--- config.mk ---
export PLATFORM = sky130hd
export DESIGN_NAME = primitive_assembler
export DESIGN_NICKNAME = d
export VERILOG_FILES = /design/src/rtl/gpu_prim_pkg.sv /design/src/rtl/primitive_assembler_fifo.sv /design/src/rtl/primitive_assembler.sv
export SDC_FILE = /design/constraint.sdc
export NUM_CORES = 1
export LEC_CHECK = 0
export BUFFER_PORTS_ARGS = -buffer_cell sky130_fd_sc_hd__clkbuf_2
export CAP_MARGIN = 20
export CORE_MARGIN = 5
export CORE_UTILIZATION = 45
export DETAILED_ROUTE_END_ITERATION = 16
export GPL_TIMING_DRIVEN = 0
export PLACE_DENSITY = 0.67
export SLEW_MARGIN = 25
export SYNTH_ARGS = -nofsm -noshare
export SYNTH_HDL_FRONTEND = slang
export SYNTH_SLANG_ARGS = --single-unit
--- constraint.sdc ---
create_clock -name CLK -period 14.1 [get_ports CLK]
set_input_delay 2.115 -clock CLK [delete_from_list [all_inputs] [get_ports CLK]]
set_output_delay 2.115 -clock CLK [all_outputs]
set_load 0.05 [all_outputs]
--- src/rtl/gpu_prim_pkg.sv ---
// gpu_prim_pkg: geometry type codes, assembled-primitive codes and FIFO entry layout
package gpu_prim_pkg;
    typedef enum logic [3:0] {
        PT_POINTS     = 4'd0,
        PT_LINES      = 4'd1,
        PT_LINE_STRIP = 4'd2,
        PT_TRIANGLES  = 4'd3,
        PT_TRI_STRIP  = 4'd4,
        PT_TRI_FAN    = 4'd5
    } prim_type_e;

    localparam logic [1:0] OT_POINT = 2'd0;
    localparam logic [1:0] OT_LINE  = 2'd1;
    localparam logic [1:0] OT_TRI   = 2'd2;

    // {type[1:0], V0, V1, V2}
    localparam int ENTRY_W = 98;

    typedef enum logic [1:0] {S_IDLE, S_COLLECT, S_DISCARD} asm_state_e;

    function automatic logic type_valid(input logic [3:0] t);
        return t <= 4'd5;
    endfunction

    function automatic logic [1:0] out_type(input prim_type_e t);
        return (t == PT_POINTS) ? OT_POINT :
               (t == PT_LINES || t == PT_LINE_STRIP) ? OT_LINE : OT_TRI;
    endfunction
endpackage

--- src/rtl/primitive_assembler_fifo.sv ---
// prim_fifo: synchronous show-ahead FIFO; a push into a full FIFO is accepted only alongside a pop
module prim_fifo #(
    parameter int DEPTH = 8,
    parameter int AW    = 3,
    parameter int W     = 98
) (
    input  logic          CLK,
    input  logic          RESET,
    input  logic          push,
    input  logic [W-1:0]  din,
    input  logic          pop,
    output logic [W-1:0]  dout,
    output logic          full,
    output logic          empty,
    output logic [AW:0]   level
);
    logic [W-1:0] mem_q [DEPTH];
    logic [AW-1:0] wr_q, wr_d, rd_q, rd_d;
    logic [AW:0] level_q, level_d;
    logic wr_en, rd_en;

    assign full  = level_q == (AW+1)'(DEPTH);
    assign empty = level_q == '0;
    assign level = level_q;
    // head is masked while empty so the outputs read 0 instead of stale or uninitialised storage
    assign dout  = empty ? '0 : mem_q[rd_q];

    always_comb begin
        rd_en   = pop && !empty;
        wr_en   = push && (!full || rd_en);
        wr_d    = wr_q + AW'(wr_en);
        rd_d    = rd_q + AW'(rd_en);
        level_d = level_q + (AW+1)'(wr_en) - (AW+1)'(rd_en);
    end

    always_ff @(posedge CLK or posedge RESET) begin
        if (RESET) begin
            wr_q    <= '0;
            rd_q    <= '0;
            level_q <= '0;
        end else begin
            wr_q    <= wr_d;
            rd_q    <= rd_d;
            level_q <= level_d;
        end
    end

    always_ff @(posedge CLK) begin
        if (wr_en) mem_q[wr_q] <= din;
    end
endmodule

--- src/rtl/primitive_assembler.sv ---
// primitive_assembler: groups decoded vertices into points/lines/triangles and drains them to the rasteriser
module primitive_assembler
    import gpu_prim_pkg::*;
#(
    parameter int FIFO_DEPTH = 8,
    parameter int FIFO_AW    = 3
) (
    input  logic               CLK,
    input  logic               RESET,
    input  logic               StartPrimitive,
    input  logic [3:0]         PrimitiveType,
    input  logic               NewVertex,
    input  logic [31:0]        Vertex,
    input  logic               EndPrimitive,
    input  logic               Draw,
    input  logic               Prim_Ready,
    output logic               Prim_Valid,
    output logic [1:0]         Prim_Type,
    output logic [31:0]        Prim_V0,
    output logic [31:0]        Prim_V1,
    output logic [31:0]        Prim_V2,
    output logic [FIFO_AW:0]   Fifo_Level,
    output logic               Collecting,
    output logic               Overflow,
    output logic               Bad_Type
);
    asm_state_e state_q, state_d;
    prim_type_e type_q, type_d;
    logic [1:0] vcnt_q, vcnt_d;
    logic odd_q, odd_d, drain_q, drain_d, overflow_q, overflow_d, bad_q, bad_d;
    logic [31:0] a_q, a_d, p1_q, p1_d, p0_q, p0_d;
    logic start, endp, nv, draw, tv, push, pop, full, empty;
    logic [31:0] v0, v1, v2;
    logic [ENTRY_W-1:0] head;

    // strobe priority: Start > End > NewVertex > Draw
    assign start = StartPrimitive;
    assign endp  = !start && EndPrimitive;
    assign nv    = !start && !EndPrimitive && NewVertex;
    assign draw  = !start && !EndPrimitive && !NewVertex && Draw;
    assign tv    = start && type_valid(PrimitiveType);

    assign Prim_Valid = drain_q && !empty;
    assign pop        = Prim_Valid && Prim_Ready;
    assign {Prim_Type, Prim_V0, Prim_V1, Prim_V2} = head;
    assign Collecting = state_q == S_COLLECT;
    assign Overflow   = overflow_q;
    assign Bad_Type   = bad_q;

    always_comb begin
        state_d = state_q;
        type_d  = type_q;
        vcnt_d  = vcnt_q;
        odd_d   = odd_q;
        a_d     = a_q;
        p1_d    = p1_q;
        p0_d    = p0_q;
        bad_d   = bad_q;
        push    = 1'b0;
        v0      = '0;
        v1      = '0;
        v2      = '0;
        if (start) begin
            state_d = tv ? S_COLLECT : S_DISCARD;
            type_d  = tv ? prim_type_e'(PrimitiveType) : type_q;
            bad_d   = bad_q | !tv;
            vcnt_d  = '0;
            odd_d   = 1'b0;
        end else if (endp) begin
            state_d = S_IDLE;
        end else if (nv && state_q == S_COLLECT) begin
            a_d    = (vcnt_q == 2'd0) ? Vertex : a_q;
            p0_d   = p1_q;
            p1_d   = Vertex;
            vcnt_d = (vcnt_q == 2'd3) ? vcnt_q : vcnt_q + 2'd1;
            case (type_q)
                PT_POINTS: begin
                    push = 1'b1;
                    v0   = Vertex;
                end
                PT_LINES, PT_LINE_STRIP: begin
                    push = (type_q == PT_LINES) ? vcnt_q == 2'd1 : vcnt_q != 2'd0;
                    v0   = p1_q;
                    v1   = Vertex;
                    vcnt_d = (type_q == PT_LINES && push) ? 2'd0 : vcnt_d;
                end
                PT_TRIANGLES: begin
                    push   = vcnt_q == 2'd2;
                    v0     = p0_q;
                    v1     = p1_q;
                    v2     = Vertex;
                    vcnt_d = push ? 2'd0 : vcnt_d;
                end
                PT_TRI_STRIP: begin
                    push  = vcnt_q >= 2'd2;
                    v0    = odd_q ? p1_q : p0_q;
                    v1    = odd_q ? p0_q : p1_q;
                    v2    = Vertex;
                    odd_d = odd_q ^ push;
                end
                PT_TRI_FAN: begin
                    push = vcnt_q >= 2'd2;
                    v0   = a_q;
                    v1   = p1_q;
                    v2   = Vertex;
                end
                default: ;
            endcase
        end
    end

    always_comb begin
        drain_d    = drain_q ? !(pop && Fifo_Level == (FIFO_AW+1)'(1) && !push) : draw;
        overflow_d = overflow_q | (push && full && !pop);
    end

    always_ff @(posedge CLK or posedge RESET) begin
        if (RESET) begin
            state_q    <= S_IDLE;
            type_q     <= PT_POINTS;
            vcnt_q     <= '0;
            odd_q      <= 1'b0;
            a_q        <= '0;
            p1_q       <= '0;
            p0_q       <= '0;
            drain_q    <= 1'b0;
            overflow_q <= 1'b0;
            bad_q      <= 1'b0;
        end else begin
            state_q    <= state_d;
            type_q     <= type_d;
            vcnt_q     <= vcnt_d;
            odd_q      <= odd_d;
            a_q        <= a_d;
            p1_q       <= p1_d;
            p0_q       <= p0_d;
            drain_q    <= drain_d;
            overflow_q <= overflow_d;
            bad_q      <= bad_d;
        end
    end

    prim_fifo #(.DEPTH(FIFO_DEPTH), .AW(FIFO_AW), .W(ENTRY_W)) u_fifo (
        .CLK   (CLK),
        .RESET (RESET),
        .push  (push),
        .din   ({out_type(type_q), v0, v1, v2}),
        .pop   (pop),
        .dout  (head),
        .full  (full),
        .empty (empty),
        .level (Fifo_Level)
    );
endmodule

# ---- Yosys cells after proc, flatten, opt, wreduce, memory -nomap -nowiden
# Memory sizes are Yosys's and may differ from the RTL's.
# Cells that the tools add are included.
dict set report word_totals {
  register_bits 118
  latchBits 0
  ram_bits 784
  romBits 0
  input_bits 43
  output_inout_bits 106
  elab_cells 120
  mem_count 1
}
dict set report op_classes {
  add_sub_neg 5
  n_mul 0
  div 0
  magnitude_cmp 2
  n_eq_ne 12
  shifts 0
  n_mux 39
  n_bitwise 5
  reduce_logical 43
}
# name depth width rd rd_ports_with_merged_regs wr line_no
set memory_table {}
lappend memory_table {u_fifo.mem_q 8 98 1 0 1 primitive_assembler_fifo.sv:17} ;# logic [W-1:0] mem_q [DEPTH];
# op count
set op_table {}
lappend op_table {{$mux 32} 12}
lappend op_table {{$pmux 32 s5} 1}
lappend op_table {{$mux 98} 1}
lappend op_table {{$pmux 32 s3} 1}
lappend op_table {{$mux 2} 11}
lappend op_table {{$logic_and 1x1->1} 16}
lappend op_table {{$mux 1} 11}
lappend op_table {{$logic_not 1->1} 9}
lappend op_table {{$eq 4x1->1 const B} 2}
lappend op_table {{$eq 4x2->1 const B} 2}
lappend op_table {{$eq 4x3->1 const B} 2}
lappend op_table {{$logic_not 4->1} 2}
lappend op_table {{$reduce_bool 2->1} 4}
lappend op_table {{$add 3x1->3} 2}
lappend op_table {{$reduce_and 3->1} 2}
lappend op_table {{$reduce_or 2->1} 3}
lappend op_table {{$add 4x1->4} 1}
lappend op_table {{$eq 2x1->1 const B} 2}
lappend op_table {{$eq 2x2->1 const B} 2}
lappend op_table {{$eq 4x4->1 const B} 1}
lappend op_table {{$le 4x3->1 const B} 1}
lappend op_table {{$pmux 1 s4} 1}
lappend op_table {{$pmux 2 s2} 1}
lappend op_table {{$reduce_and 2->1} 2}
lappend op_table {{other kinds (11)} 14}

# ---- Logic depth before layout (Yosys ltp)
dict set report logic_depth {
  depth_word 11
  depth_mapped 12
  mapped_depth_nobuf 10
}

# ---- Hierarchy
# Synthesis repeated with hierarchy kept, for this count alone.
dict set report hier_totals {
  cells_unflattened 1755
  area_unflattened_um2 36363.6
}
# module n_inst cells_per_inst area_each_um2 seq_area_each_um2
set modules_own_cells {}
lappend modules_own_cells {prim_fifo 1 1199 29951.2 23792.8}
lappend modules_own_cells {primitive_assembler 1 556 6412.4 2702.6}

# ---- Worst setup path before layout
# OpenSTA, ideal clock, no wires.
dict set report synth_timing {
  kind {input -> register}
  from {input StartPrimitive}
  to {memory u_fifo.mem_q[0][0] (enable)}
  setup_ps 795
  arrival_ps 12202
  required_ps 13305
  setup_slack_ps 1103
  cell_stages 6
  n_path_buf 2
  path_cell_list {nor2_4 -> and3_1 -> buf_2 -> buf_4 -> nand3_2 -> nor4_1}
}
dict set report synth_between {
  elab_chain_len 10
  elab_cells_between_ends 11
  cone_classes {mux: 5; reduce/logical: 6}
}
# element line_no
set synth_lines {}
lappend synth_lines {{start, declared} primitive_assembler.sv:10} ;# input logic StartPrimitive,
lappend synth_lines {{$logic_not 1->1} {primitive_assembler.sv:38, primitive_assembler.sv:39}}
lappend synth_lines {{$logic_and 1x1->1 (2 in series)} primitive_assembler.sv:39} ;# assign nv = !start && !EndPrimitive && NewVertex;
lappend synth_lines {{$logic_and 1x1->1} primitive_assembler.sv:71} ;# end else if (nv && state_q == S_COLLECT) begin
lappend synth_lines {{$mux 1} primitive_assembler.sv:71}
lappend synth_lines {{$mux 1} primitive_assembler.sv:69} ;# end else if (endp) begin
lappend synth_lines {{$mux 1 (*)} primitive_assembler.sv:63} ;# if (start) begin
lappend synth_lines {{$logic_and 1x1->1 (*)} primitive_assembler_fifo.sv:30} ;# wr_en = push && (!full || rd_en);
lappend synth_lines {{$mux 1 (*)} primitive_assembler_fifo.sv:49} ;# if (wr_en) mem_q[wr_q] <= din;
lappend synth_lines {{$mux 1 (not written as such) (*)} primitive_assembler_fifo.sv:49}
lappend synth_lines {{end, declared} primitive_assembler_fifo.sv:17}
# Every way passes the cells marked *; elsewhere a longest branch is shown, timed or not.

# ---- Worst setup path in the final report
dict set report layout_timing {
  from {input StartPrimitive}
  to {memory u_fifo.mem_q[4][81] (enable)}
}
# Same word-level chain as after synthesis.

==> metrics.txt <==
Slew Viols, Final 0; Post-synth EDFFs 784; Crit path arrival time 6.71 ns; Hold Buf Count CTS 0; most frequent cells in the layout edfxtp_1, mux4_2, clkbuf_2, nor2_1, buf_2; Pre-antenna DRT Iters 6; Post-CTS Setup Bufs 0; RSZ-0062 raised after global routing no; Post-synth ARST share 13.1%; post-layout instance count excluding filler cells 3,394; CP cell instances clkbuf_2, nor2_4, and3_1, buf_2, buf_4, nand3_2, nor4_2, buf_4, buf_2, buf_2, buf_2, buf_2, buf_2, buf_2, buf_4, buf_2, buf_4, buf_2, buf_2; first-pass GRT wire length 133 mm; commonest non-fill, non-tap cell in the layout edfxtp_1; worst slew pin tran 1.08 ns; Post-Syn Instances 1,877; Via density 5.73; Layout area overhead 16.6%; critical path required time 14.44 ns; Hold Crit Depth 1; Max Cap Viol 0; vias in the first global route 20,141; Routed WL 89.6 mm; Distinct cells, synth 53; htree depth 3; Comb power frac 27.5%; main flop type after synthesis edfxtp_1; Net Count, Synth 1,934; Initial Utilization 45.1%; Switch Pwr 0.00235 W; Final setup viols 0; row count 104; Cells after DPL 3,232; Clock Tree Root clkbuf_16; Max stage delay on crit path 0.71 ns; cell area after layout 0.0422 mm2; Post-Route Skew 0.0273 ns; placed inst area 0.0394 mm2; Clock Power Share 31.2%; maximum clock frequency 157 MHz; Reg clk slew, reported paths 0.06 ns; Sink Count 902; gpl congestion 0.845; worst hold margin 0.474 ns; Clock Latency Late Sink 0.65 ns; worst setup margin 7.73 ns; dpl hpwl 63.6 mm; deepest clock path buffer count 3; Seq pwr share 41.3%; syn_area_per_cell 19.3 um2; final hold violations 0; WL/cell 26.4 um; post-synthesis sequential area ratio 73.3%; layout cells sized above 1 30.8%; initial antenna violation count 5; Reg2Reg Depth 17; run status finished clean; Reg2Reg Launch Point u_fifo.level[2]$_DFF_PP0_; CP Class in2reg; Power Total 0.00731 W; Routed Antenna Nets 0; post-synthesis register bit count 902; CTS Buf Count 88; Ports 149; Syn. warnings 0; relative slew slack 27.8%; Max FO, Critical Path 10; CTS tree built; Final Cycle Share 45.2%; number of port buffers 148; hold_sp Bad_Type$_DFFE_PP0P_; Cell Pwr Density 173 mW/mm2; Residual DRC 0; switch share 32.2%; Int Pwr 0.00495 W; Critical Path End Type register; largest net degree at the start of global routing 69; vias 19,451; CP max stage cell nor4_2; die height 293 um; static leakage 16.7 nW; Nets 2,319; post-cts sizing count 0; Place WS 7.06 ns; crit-path most repeated cell buf_2; core area 0.0802 mm2; HP Class reg2reg; Total GRT Usage 20.8%; crit path launch StartPrimitive; peak supply drop 0.0937 mV; Syn Std Cell Area 0.0362 mm2; remaining global-route overflow 0; Die ar. 0.0861 mm2; critical path startpoint category primary input; Chip Width 293 um; initial drt markers 2,136; fin crit period 6.37 ns
==> cell type report <==
class                      count  area (um2)
antenna                        3        7.51
fill                        6313       38000
multi-input combinational    845        9150
inverter                      14        60.1
timing repair buffer         295        1810
clock inverter                44         369
sequential                   902       26500
tap                         1060        1330
buffer                       116         541
clock buffer                 115        2420
==> critical path: cells and delay by family <==
family,cells,cell delay [ns]
buffers and inverters,15,3.16
and+or+nand+nor,4,1.41
==> flip-flops by register name (all words and copies together) (netlist names) <==
signal and count:
state_q 2, u_fifo.mem_q 784, p1_q 32, a_q 32, u_fifo.level 4, Overflow 1, u_fifo.wr_q 3, type_q 4
p0_q 32, Bad_Type 1, drain_q 1, vcnt_q 2, odd_q 1, u_fifo.rd_q 3
==> power groups by stage <==
stage / registers (W) / clock network [W] / logic [W]
after floorplan: 0.00307 / 0 / 0.00147
after global placement: 0.00307 / 0 / 0.00202
after detailed placement: 0.00307 / 0 / 0.00205
after CTS: 0.00302 / 0.00231 / 0.00206
after global routing: 0.00303 / 0.00244 / 0.00215
final: 0.00302 / 0.00228 / 0.00201
==> Yosys cell counts (all sizes together) (5+ instances only) <==
library cell  instances  area share [%]
clkbuf               42            0.44
a221o                32            0.89
nand2b                5           0.086
dfrtp               118             8.2
nor4b                 5            0.19
buf                  74             1.1
mux4                196              12
ha                   13            0.45
o2bb2ai              32            0.77
a21oi                 5           0.080
nor4                  5            0.10
mux2                 67             2.1
mux2i                99             2.7
nand2               107             1.1
nor3                  5           0.097
a22oi                64             1.3
and2                 33            0.57
nor2                139             1.5
edfxtp              784              65
inv                  14            0.15
==> cells by family (layout without fill, tap and decap cells) <==
logic type                 after synthesis  after routing  synth area share [%]
muxes                                  362            362                  17.0
AOI/OAI and AO/OA                      148            148                  3.40
and+or+nand+nor                        315            315                  4.02
xor gates and xnor gates                 6              6                 0.145
adders and majority gates               14             14                 0.505
DFF                                    902            902                  73.3
other                                    0              3                     0
buffers and inverters                  130            584                  1.64
==> metrics by stage <==
stage,TNS (ns),utilization (%)
2_1_floorplan,0,-
5_1_grt,0,52.6
3_3_place_gp,-4069.65,47.7
3_5_place_dp,0,49.1
6_report,0,52.6
4_1_cts,0,52.6
==> path summary, 6_finish.rpt <==
path	to	slack (ns)
worst min register to register	Bad_Type$_DFFE_PP0P_	0.47
worst max-delay path	u_fifo.mem_q[4][81]$_DFFE_PP_	7.73
max in group asynchronous	p1_q[23]$_DFFE_PP0P_	11.94
worst min-delay path	Bad_Type$_DFFE_PP0P_	0.47
min in group asynchronous	Bad_Type$_DFFE_PP0P_	1.48
worst max register to register	u_fifo.mem_q[4][81]$_DFFE_PP_	8.99
==> routing by layer <==
| layer | routed length, um | part of all wire [%] | vias to the layer above | global-route usage [%] |
|---|---|---|---|---|
| met1 | 36600 | 41 | 10224 | 28.3 |
| li1 | - | - | 8347 | - |
| met2 | 45000 | 50 | 729 | 34.7 |
| met3 | 5400 | 6.0 | 147 | 3.22 |
| met5 | 27 | 0.030 | - | 0 |
| met4 | 2620 | 2.9 | 4 | 6.85 |
Note: power is estimated with default switching activity, not from simulation.
